File: config.mk
export PLATFORM = sky130hd
export DESIGN_NAME = mdu_seq_flat
export DESIGN_NICKNAME = d
export VERILOG_FILES = /design/src/rtl/mdu_seq_if.sv /design/src/rtl/mdu_seq.sv /design/src/flat_wrapper.sv
export SDC_FILE = /design/constraint.sdc
export NUM_CORES = 2
export LEC_CHECK = 0
export ABC_CLOCK_PERIOD_IN_PS = 14600
export CAP_MARGIN = 40
export CORE_ASPECT_RATIO = 0.5
export CORE_MARGIN = 1
export CORE_UTILIZATION = 35
export DETAILED_ROUTE_END_ITERATION = 7
export GPL_TIMING_DRIVEN = 1
export HOLD_SLACK_MARGIN = 0.06
export MAX_ROUTING_LAYER = met4
export PLACE_DENSITY_LB_ADDON = 0.1
export SYNTH_ARGS = -nofsm -noshare
export SYNTH_HDL_FRONTEND = slang
export SYNTH_SLANG_ARGS = --single-unit
File: constraint.sdc
create_clock -name clk -period 14.6 [get_ports clk]
set_input_delay 2.92 -clock clk [delete_from_list [all_inputs] [get_ports clk]]
set_output_delay 2.92 -clock clk [all_outputs]
set_load 0.02 [all_outputs]
File: src/rtl/mdu_seq_if.sv
// Issue/result handshake bundle between the execute stage and the multiply/divide unit.
interface mdu_seq_if #(
   parameter int XLEN = 32
);
   logic            in_valid;
   logic            in_ready;
   logic [2:0]      funct3;
   logic [XLEN-1:0] s1;
   logic [XLEN-1:0] s2;
   logic            out_valid;
   logic            out_ready;
   logic [XLEN-1:0] d3;

   modport master (
      output in_valid, funct3, s1, s2, out_ready,
      input  in_ready, out_valid, d3
   );

   modport slave (
      input  in_valid, funct3, s1, s2, out_ready,
      output in_ready, out_valid, d3
   );
endinterface

File: src/rtl/mdu_seq.sv
// Sequential RV32M multiply/divide: MUL_LAT-cycle multiply, XLEN+1-cycle restoring divide, 1-cycle special cases.
// One op in flight, result held until out_ready; MDU_SEQ_DIVREM_FUSE_EN reuses the last divide for a matching DIV/REM.
module mdu_seq #(
   parameter int XLEN    = 32,
   parameter int MUL_LAT = 2,
   localparam int CNT_W  = $clog2(XLEN+1)
) (
   input  logic       clk,
   input  logic       rst_n,
   input  logic       flush,
   output logic       busy,
   mdu_seq_if.slave   io
);
   typedef enum logic [1:0] {IDLE, MUL, DIV, DONE} state_t;

   state_t            state_q, state_d;
   logic [2:0]        op_q, op_d;
   logic [XLEN-1:0]   a_q, a_d, b_q, b_d;
   logic [XLEN-1:0]   quo_q, quo_d, rem_q, rem_d;
   logic [CNT_W-1:0]  cnt_q, cnt_d;
   logic [XLEN-1:0]   d3_q, d3_d;
   logic              accept;

`ifdef MDU_SEQ_DIVREM_FUSE_EN
   logic              fuse_vld_q, fuse_vld_d;
   logic              fuse_sgn_q, fuse_sgn_d;
   logic [XLEN-1:0]   fuse_s1_q, fuse_s1_d, fuse_s2_q, fuse_s2_d;
   logic [XLEN-1:0]   fuse_quo_q, fuse_quo_d, fuse_rem_q, fuse_rem_d;
   logic              fuse_hit;
`endif

   function automatic logic [XLEN-1:0] mag(input logic [XLEN-1:0] x, input logic sgn);
      return (sgn && x[XLEN-1]) ? -x : x;
   endfunction

   // Quotient and remainder arrive as magnitudes; restore signs for the requested op.
   function automatic logic [XLEN-1:0] fixup(input logic [XLEN-1:0] q, input logic [XLEN-1:0] r,
                                              input logic [2:0] f3, input logic [XLEN-1:0] x,
                                              input logic [XLEN-1:0] y);
      logic sgn;
      sgn = ~f3[0];
      if (f3[1]) return (sgn && x[XLEN-1]) ? -r : r;
      return (sgn && (x[XLEN-1] ^ y[XLEN-1])) ? -q : q;
   endfunction

   // Multiplier reads the live inputs in IDLE so that MUL_LAT=1 can complete on accept.
   logic [2:0]        mul_f3;
   logic [XLEN-1:0]   mul_x, mul_y, mul_res;
   logic [2*XLEN-1:0] mul_a, mul_b, mul_prod;
   logic              mul_xs, mul_ys;

   always_comb begin
      mul_f3   = (state_q == IDLE) ? io.funct3 : op_q;
      mul_x    = (state_q == IDLE) ? io.s1     : a_q;
      mul_y    = (state_q == IDLE) ? io.s2     : b_q;
      mul_xs   = ((mul_f3 == 3'b001) || (mul_f3 == 3'b010)) && mul_x[XLEN-1];
      mul_ys   = (mul_f3 == 3'b001) && mul_y[XLEN-1];
      mul_a    = {{XLEN{mul_xs}}, mul_x};
      mul_b    = {{XLEN{mul_ys}}, mul_y};
      mul_prod = mul_a * mul_b;
      mul_res  = (mul_f3 == 3'b000) ? mul_prod[XLEN-1:0] : mul_prod[2*XLEN-1:XLEN];
   end

   logic [XLEN-1:0]   dvs, iter_quo, iter_rem;
   logic [XLEN:0]     shl, trial;
   logic              ge;

   always_comb begin
      dvs      = mag(b_q, ~op_q[0]);
      shl      = {rem_q, quo_q[XLEN-1]};
      trial    = shl - {1'b0, dvs};
      ge       = ~trial[XLEN];
      iter_rem = ge ? trial[XLEN-1:0] : shl[XLEN-1:0];
      iter_quo = {quo_q[XLEN-2:0], ge};
   end

   assign accept = io.in_valid && (state_q == IDLE) && !flush;

`ifdef MDU_SEQ_DIVREM_FUSE_EN
   assign fuse_hit = fuse_vld_q && (fuse_sgn_q == ~io.funct3[0]) &&
                     (fuse_s1_q == io.s1) && (fuse_s2_q == io.s2);
`endif

   always_comb begin
      state_d = state_q;
      op_d    = op_q;
      a_d     = a_q;
      b_d     = b_q;
      quo_d   = quo_q;
      rem_d   = rem_q;
      cnt_d   = cnt_q;
      d3_d    = d3_q;
`ifdef MDU_SEQ_DIVREM_FUSE_EN
      fuse_vld_d = fuse_vld_q;
      fuse_sgn_d = fuse_sgn_q;
      fuse_s1_d  = fuse_s1_q;
      fuse_s2_d  = fuse_s2_q;
      fuse_quo_d = fuse_quo_q;
      fuse_rem_d = fuse_rem_q;
`endif
      case (state_q)
         IDLE: begin
            if (accept) begin
               op_d = io.funct3;
               a_d  = io.s1;
               b_d  = io.s2;
               if (!io.funct3[2]) begin
                  if (MUL_LAT == 1) begin
                     state_d = DONE;
                     d3_d    = mul_res;
                  end else begin
                     state_d = MUL;
                     cnt_d   = CNT_W'(MUL_LAT - 1);
                  end
               end else if (io.s2 == '0) begin
                  state_d = DONE;
                  d3_d    = io.funct3[1] ? io.s1 : '1;
               end else if (!io.funct3[0] && (io.s1 == {1'b1, {(XLEN-1){1'b0}}}) && (io.s2 == '1)) begin
                  state_d = DONE;
                  d3_d    = io.funct3[1] ? '0 : io.s1;
`ifdef MDU_SEQ_DIVREM_FUSE_EN
               end else if (fuse_hit) begin
                  state_d = DONE;
                  d3_d    = fixup(fuse_quo_q, fuse_rem_q, io.funct3, io.s1, io.s2);
`endif
               end else begin
                  state_d = DIV;
                  cnt_d   = CNT_W'(XLEN);
                  quo_d   = mag(io.s1, ~io.funct3[0]);
                  rem_d   = '0;
               end
            end
         end
         MUL: begin
            if (cnt_q == CNT_W'(1)) begin
               state_d = DONE;
               d3_d    = mul_res;
            end else begin
               cnt_d = cnt_q - CNT_W'(1);
            end
         end
         DIV: begin
            quo_d = iter_quo;
            rem_d = iter_rem;
            cnt_d = cnt_q - CNT_W'(1);
            if (cnt_q == CNT_W'(1)) begin
               state_d = DONE;
               d3_d    = fixup(iter_quo, iter_rem, op_q, a_q, b_q);
`ifdef MDU_SEQ_DIVREM_FUSE_EN
               fuse_vld_d = 1'b1;
               fuse_sgn_d = ~op_q[0];
               fuse_s1_d  = a_q;
               fuse_s2_d  = b_q;
               fuse_quo_d = iter_quo;
               fuse_rem_d = iter_rem;
`endif
            end
         end
         DONE: begin
            if (io.out_ready) state_d = IDLE;
         end
         default: state_d = IDLE;
      endcase
      if (flush) begin
         state_d = IDLE;
`ifdef MDU_SEQ_DIVREM_FUSE_EN
         fuse_vld_d = 1'b0;
`endif
      end
   end

   always_ff @(posedge clk or negedge rst_n) begin
      if (!rst_n) begin
         state_q <= IDLE;
         op_q    <= '0;
         a_q     <= '0;
         b_q     <= '0;
         quo_q   <= '0;
         rem_q   <= '0;
         cnt_q   <= '0;
         d3_q    <= '0;
      end else begin
         state_q <= state_d;
         op_q    <= op_d;
         a_q     <= a_d;
         b_q     <= b_d;
         quo_q   <= quo_d;
         rem_q   <= rem_d;
         cnt_q   <= cnt_d;
         d3_q    <= d3_d;
      end
   end

`ifdef MDU_SEQ_DIVREM_FUSE_EN
   always_ff @(posedge clk or negedge rst_n) begin
      if (!rst_n) begin
         fuse_vld_q <= 1'b0;
         fuse_sgn_q <= 1'b0;
         fuse_s1_q  <= '0;
         fuse_s2_q  <= '0;
         fuse_quo_q <= '0;
         fuse_rem_q <= '0;
      end else begin
         fuse_vld_q <= fuse_vld_d;
         fuse_sgn_q <= fuse_sgn_d;
         fuse_s1_q  <= fuse_s1_d;
         fuse_s2_q  <= fuse_s2_d;
         fuse_quo_q <= fuse_quo_d;
         fuse_rem_q <= fuse_rem_d;
      end
   end
`endif

   assign busy         = (state_q != IDLE);
   assign io.in_ready  = (state_q == IDLE);
   assign io.out_valid = (state_q == DONE);
   assign io.d3        = d3_q;
endmodule

File: src/flat_wrapper.sv
// flat-port wrapper written by rule: the top's interface ports become plain ports
module mdu_seq_flat 
#(
   parameter int XLEN    = 32,
   parameter int MUL_LAT = 2,
   localparam int CNT_W  = $clog2(XLEN+1)
)
  (clk, rst_n, flush, busy, io_in_valid, io_funct3, io_s1, io_s2, io_out_ready, io_in_ready, io_out_valid, io_d3);
  mdu_seq_if #(.XLEN(XLEN)) io_i ();
  input  logic clk;
  input  logic rst_n;
  input  logic flush;
  output logic busy;
  input wire logic [$bits(io_i.in_valid)-1:0] io_in_valid;
  input wire logic [$bits(io_i.funct3)-1:0] io_funct3;
  input wire logic [$bits(io_i.s1)-1:0] io_s1;
  input wire logic [$bits(io_i.s2)-1:0] io_s2;
  input wire logic [$bits(io_i.out_ready)-1:0] io_out_ready;
  output wire logic [$bits(io_i.in_ready)-1:0] io_in_ready;
  output wire logic [$bits(io_i.out_valid)-1:0] io_out_valid;
  output wire logic [$bits(io_i.d3)-1:0] io_d3;
  assign io_i.in_valid = io_in_valid;
  assign io_i.funct3 = io_funct3;
  assign io_i.s1 = io_s1;
  assign io_i.s2 = io_s2;
  assign io_i.out_ready = io_out_ready;
  assign io_in_ready = io_i.in_ready;
  assign io_out_valid = io_i.out_valid;
  assign io_d3 = io_i.d3;
  mdu_seq #(.XLEN(XLEN), .MUL_LAT(MUL_LAT)) u_core (.clk(clk), .rst_n(rst_n), .flush(flush), .busy(busy), .io(io_i));
endmodule
**After elaboration in Yosys (flattened, before gate mapping)**

Index checks and enable logic that the tools add are counted.

- Register bits: 171
- Logic and storage cells: 112
- Output and inout port bits: 35
- Input bits: 72

- Muxes and demuxes: 47
- Equality and inequality tests: 21
- Reduce and logical (&&, ||, !) cells: 25
- Add/subtract/negate cells: 6
- Bitwise gates (word level): 4
- Multiply operators: 1

Operator list:

| kind | number |
|---|---|
| 32-bit 2-to-1 mux | 26 |
| 32-bit negation | 4 |
| 32-bit case mux with 2 select lines | 2 |
| 32-bit case mux with 3 select lines | 1 |
| 32-bit equality test, second input constant | 2 |
| 33-bit by 33-bit multiplier with 64-bit output | 1 |
| 33-bit by 32-bit subtractor with 33-bit output | 1 |
| 32-bit zero test | 1 |
| 6-bit 2-to-1 mux | 5 |
| 6-bit case mux with 3 select lines | 1 |
| 2-bit 2-to-1 mux | 6 |
| 1-bit logical AND | 10 |
| 5-bit AND reduction | 2 |
| 3-bit inequality test, second input constant | 3 |
| 2-bit inequality test, second input constant | 4 |
| 6-bit by 1-bit equality test with 1-bit output, second input constant | 1 |
| 2-bit by 1-bit inequality test with 1-bit output, second input constant | 3 |
| 3-bit by 1-bit inequality test with 1-bit output, second input constant | 2 |
| 2-bit case mux with 3 select lines | 1 |
| 6-bit AND reduction | 1 |
| 6-bit by 1-bit subtractor with 6-bit output, second input constant | 1 |
| 2-bit equality test, second input constant | 2 |
| 1-bit 2-to-1 mux | 4 |
| 2-bit nonzero test | 2 |
| other kinds (15) | 18 |

**Longest topological paths before layout**

- Depth after elaboration: 11
- Mapped depth: 39
- Depth with buffers taken out: 36

**Least setup slack after synthesis**

OpenSTA, ideal clock, no wires.

- Kind: input to register
- Start point: input port io_s2[0]
- End point: register u_core.d3_q[27], in the netlist u_core.io.d3[27]
- Required time: 14.476 ns
- Setup slack: 3.355 ns
- Cell stages on the path: 30
- Library setup time: 0.124 ns
- Arrival time: 11.121 ns
- Path buffers: 3
- Cells stage by stage: nand2_1 a21boi_0 clkbuf_1 clkbuf_1 nor2_1 fa_1 inv_1 fa_1 inv_1 fa_1 fa_1 fa_1 inv_1 fa_1 fa_1 inv_1 fa_1 ha_1 clkbuf_1 a21o_1 a21o_1 a211oi_1 or4b_2 o211ai_1 a21oi_1 a2111oi_0 nor2_1 xor2_1 a221oi_2 nor3_1

- Cells in the longest elaborated chain, start to end: 5
- Elaborated cells between the ends (all ways): 13
- Those cells by class: mul: 1; eq/ne: 2; mux: 7; reduce/logical: 3

RTL lines:

| what | line | text |
|---|---|---|
| from (decl) | flat_wrapper.sv:17 | `input wire logic [$bits(io_i.s2)-1:0] io_s2;` |
| 32-bit 2-to-1 mux or 32-bit zero test (tied branches) | mdu_seq.sv:55, mdu_seq.sv:115 |  |
| 33-bit by 33-bit multiplier with 64-bit output or 32-bit 2-to-1 mux (tied branches) | mdu_seq.sv:60, mdu_seq.sv:115 |  |
| 32-bit 2-to-1 mux (on tied branches) | mdu_seq.sv:61, mdu_seq.sv:107 |  |
| 32-bit 2-to-1 mux (on tied branches) | mdu_seq.sv:135, mdu_seq.sv:103 |  |
| 32-bit case mux with 3 select lines | mdu_seq.sv:101 | `case (state_q)` |
| to (signal assigned) | mdu_seq.sv:181 | `d3_q <= '0;` |
| to (signal assigned) | mdu_seq.sv:190 | `d3_q <= d3_d;` |
| to (decl) | mdu_seq.sv:21 | `logic [XLEN-1:0] d3_q, d3_d;` |

Several ways; a longest one is shown, not always the timed one. The select of a mux whose other input is x is not followed.
A chain may end at the register's enable or synchronous reset.

**Final worst setup path**

- Start point: input port io_funct3[2]
- End point: register u_core.d3_q[24], in the netlist u_core.io.d3[24]

- Cells in the longest elaborated chain, start to end: 8
- Elaborated cells between the ends (all ways): 13
- Those cells by class: mul: 1; eq/ne: 3; mux: 4; reduce/logical: 5

RTL lines:

| what | line | text |
|---|---|---|
| from (decl) | flat_wrapper.sv:15 | `input wire logic [$bits(io_i.funct3)-1:0] io_funct3;` |
| 3-bit 2-to-1 mux | mdu_seq.sv:53 | `mul_f3 = (state_q == IDLE) ? io.funct3 : op_q;` |
| 3-bit by 1-bit equality test with 1-bit output or 3-bit by 2-bit equality test with 1-bit output (tied branches) | mdu_seq.sv:56, mdu_seq.sv:57 |  |
| 1-bit logical OR | mdu_seq.sv:56 | `mul_xs = ((mul_f3 == 3'b001) \|\| (mul_f3 == 3'b010)) && mul_x[XLEN-1];` |
| 1-bit logical AND | mdu_seq.sv:56 |  |
| 33-bit by 33-bit multiplier with 64-bit output | mdu_seq.sv:60 | `mul_prod = mul_a * mul_b;` |
| 32-bit 2-to-1 mux | mdu_seq.sv:61 | `mul_res = (mul_f3 == 3'b000) ? mul_prod[XLEN-1:0] : mul_prod[2*XLEN-1:XLEN];` |
| 32-bit 2-to-1 mux | mdu_seq.sv:135 | `if (cnt_q == CNT_W'(1)) begin` |
| 32-bit case mux with 3 select lines | mdu_seq.sv:101 |  |

Several ways; a longest one is shown, not always the timed one. The select of a mux whose other input is x is not followed.

==> impl_results.md <==
- Outcome: complete, no violations
- IO buf count: 106
- Share of post-route cells with drive strength above 1: 0.05475
- Dpl hpwl: 177,200 um
- Multi-input gate area in the final layout: 42,250 um2
- Worst-case reg-to-reg path depth: 32
- Routability cong.: 0.9748
- Number of synthesis warnings: 0
- Synth Area in Simple Gates: 0.1574
- Worst Tran Pin Value: 951.4 ps
- GRT Total Usage: 0.2967
- Hold Crit Class: reg2reg
- Final Max Slew Viols: 0
- # DRC: 0
- Hold Crit Depth: 2
- Sink of the worst hold path: u_core.io.d3[10]
- 1st-pass router iterations: 5
- Drt via density: 5.372
- # IOs: 107
- Initial antenna violation count: 15
- Synth Area in Compound Gates: 0.08831
- First-pass GRT wire length: 314,500 um
- Clock Skews: 25.25 ps
- DR WL/cell: 26.32 um
- CP max stage cell: fa_1
- Largest family of logic cells by synthesized area: adder cells
- Fin crit period: 13,110 ps
- Clock transition at path regs: 90 ps
- Die width: 547.8 um
- Post-synth EDFFs: 0
- WL final: 213,200 um
- Ys async rst share: 1.000
- Multiplexer area fraction after synthesis: 0.02830
- Post-synthesis cell type count: 100
- Crit Path Category: in2reg
- Min-delay src: u_core.io.d3[10]
- Setup Fix Bufs, Post-CTS: 0
- Syn avg cell area: 8.499 um2
- Relative slew slack: 0.3657
- Hold_buf cts: 0
- Final core occ: 0.3856
- CTS buffer count: 17
- Worst r2r src: u_core.state_q[0]
- CP Max Fanout: 26
- End of the worst register-to-register path: u_core.io.d3[24]
- Syn_nets: 7,585
- WP data required: 15,010 ps
- Root Buffer Master: clkbuf_16
- Fill cells: 15,010
- Peak Freq: 0.07628 GHz
- Starting Density: 0.3551
- Hold WS: 494.5 ps
- Die area: 150,600 um2
- Reg area: 4279 um2
- Crit path capture type: register
- Yosys reg bits: 171
- Synth Cell Area: 52,120 um2
- Max-cap violation count: 0
- Xor and xnor area share after synthesis: 0.03361
- Core area: 146,800 um2
- Clock H-tree levels: 4
- CTS tree: built
- Seq/Total Area, Yosys: 0.08210
- Post-route ant nets: 0
- Iter 0 DRT Violations: 3,962
- Vias in the first global route: 45,061
- R2R Setup Slk: 2670 ps
- Setup Viol. Count Final: 0
- Largest net degree at the start of global routing: 68
- Post-CTS Resized: 0
- CTS sink cnt: 171
- Most used DFF post-synth: dfrtp_1
- Adder-cell share of the synthesized area: 0.4994
- TNS Setup: 0 ps
- Total congestion overflow: 0
- Crit path buf inv count: 8
- Final hold vios: 0
- Final period util: 0.8979
- Unrepaired setup endpoints after global routing: false
- Final net count: 7,558
- Clock tree buffer depth: 2
- Die Y: 274.9 um
- Latest clock arrival within the worst-skew pair: 520 ps
- Arrival time worst endpoint: 13,520 ps
- # rows: 99
- Syn Inst Count: 6,133
- Layout area overhead: 8.579%
- Vias: 43,504
- Most used cell, CP: fa_1
- CP Launch Type: input pin
- Crit-path leading delay family: adder cells
- Slowest stage delay, CP: 900 ps
-- sequential cells by signal, indices dropped and copies added (netlist names) --
name / count
u_core.op_q: 3
u_core.quo_q: 32
u_core.a_q: 32
u_core.cnt_q: 6
u_core.rem_q: 32
u_core.b_q: 32
u_core.io.d3: 32
u_core.state_q: 2
-- area by class of cell --
| class | count | area share |
|---|---|---|
| clock inverter | 14 | 0.002653 |
| inverter | 1214 | 0.08052 |
| sequential | 171 | 0.07561 |
| clock buffer | 18 | 0.007760 |
| multi-input combinational | 4434 | 0.7465 |
| timing repair buffer | 268 | 0.04293 |
| tap | 1969 | 0.04353 |
| antenna | 11 | 0.0004864 |
-- worst reg2reg max path: cells and delay by family (launching register included) --
| family | cells | cell delay, ps |
|---|---|---|
| AO/OA/AOI/OAI | 7 | 1630 |
| XOR/XNOR | 1 | 190 |
| buffers and inverters | 9 | 2550 |
| flip-flops | 1 | 420 |
| AND/OR/NAND/NOR | 4 | 690 |
| multiplexers | 1 | 640 |
| adder cells (fa/ha/maj) | 10 | 5700 |
-- kinds of logic (layout without fill, tap and decap cells) --
logic type | after synthesis | in the layout
xor gates and xnor gates | 200 | 200
buffers and inverters | 1528 | 1514
adders and majority gates | 1411 | 1411
AOI/OAI and AO/OA | 723 | 723
DFF | 171 | 171
other | 0 | 11
and+or+nand+nor | 1961 | 1961
muxes | 139 | 139
-- cells in the mapped netlist (all sizes together) (31+ instances only) --
cell type,number,share of area
mux2,64,0.014
xor2,91,0.015
and2,46,0.0055
maj3,31,0.0060
clkbuf,266,0.019
ha,254,0.061
nor3,64,0.0065
o21ai,188,0.018
a21o,53,0.0077
nand2,1165,0.084
dfrtp,171,0.082
xnor2,109,0.018
fa,1126,0.43
mux2i,75,0.014
nor2,470,0.034
o31ai,49,0.0071
a21oi,214,0.021
inv,1212,0.087
buf,48,0.0042
nand3,36,0.0036
-- worst max-delay path by stage --
stage	to	startpoint	cells past startpoint
2_1_floorplan	u_core.io.d3[27]	io_s2[0]	30
3_3_place_gp	u_core.io.d3[28]	io_funct3[2]	30
3_5_place_dp	u_core.io.d3[28]	io_funct3[2]	30
4_1_cts	u_core.io.d3[24]	io_funct3[2]	30
5_1_grt	u_core.io.d3[28]	io_funct3[2]	30
6_report	u_core.io.d3[24]	io_funct3[2]	30
-- metrics by stage --
stage | instances | setup WS (ps) | instance area (um2)
after global routing | 8097 | 948.8 | 56590
after floorplan | 6133 | 3355 | 52120
after CTS | 8087 | 1607 | 56560
after global placement | 8032 | 1112 | 55650
after detailed placement | 8055 | 1059 | 55970
final | 8099 | 1490 | 56600
-- layer usage --
| layer | track usage | wire length [um] |
|---|---|---|
| met4 | 0.04890 | 3332 |
| met3 | 0.04711 | 16090 |
| met2 | 0.4513 | 95060 |
| met5 | - | 0 |
| met1 | 0.4216 | 98720 |
-- placed cells by master, fill, tap and decap left out, drive strengths merged, types with 8 or more instances in the layout --
cell type	Yosys	routed
inv	1212	1219
nand2	1165	1165
fa	1126	1126
nor2	470	470
ha	254	254
a21oi	214	214
o21ai	188	188
dfrtp	171	171
buf	48	161
xnor2	109	109
clkdlybuf4s50	0	105
xor2	91	91
mux2i	75	75
mux2	64	64
nor3	64	64
a21o	53	53
o31ai	49	49
and2	46	46
nand3	36	36
maj3	31	31
a31oi	30	30
or3	28	28
nand2b	26	26
nor4	26	26
o211ai	23	23
a211oi	22	22
nand4	21	21
a221oi	21	21
nor2b	20	20
clkbuf	266	19
o21a	17	17
and3	15	15
o221ai	14	14
diode	0	11
o41ai	10	10
o21bai	9	9
or2	8	8
or4	8	8
Power is left out: the tool's default activity adds up to more than one toggle a clock period on the data nets, which glitch-free logic cannot reach.
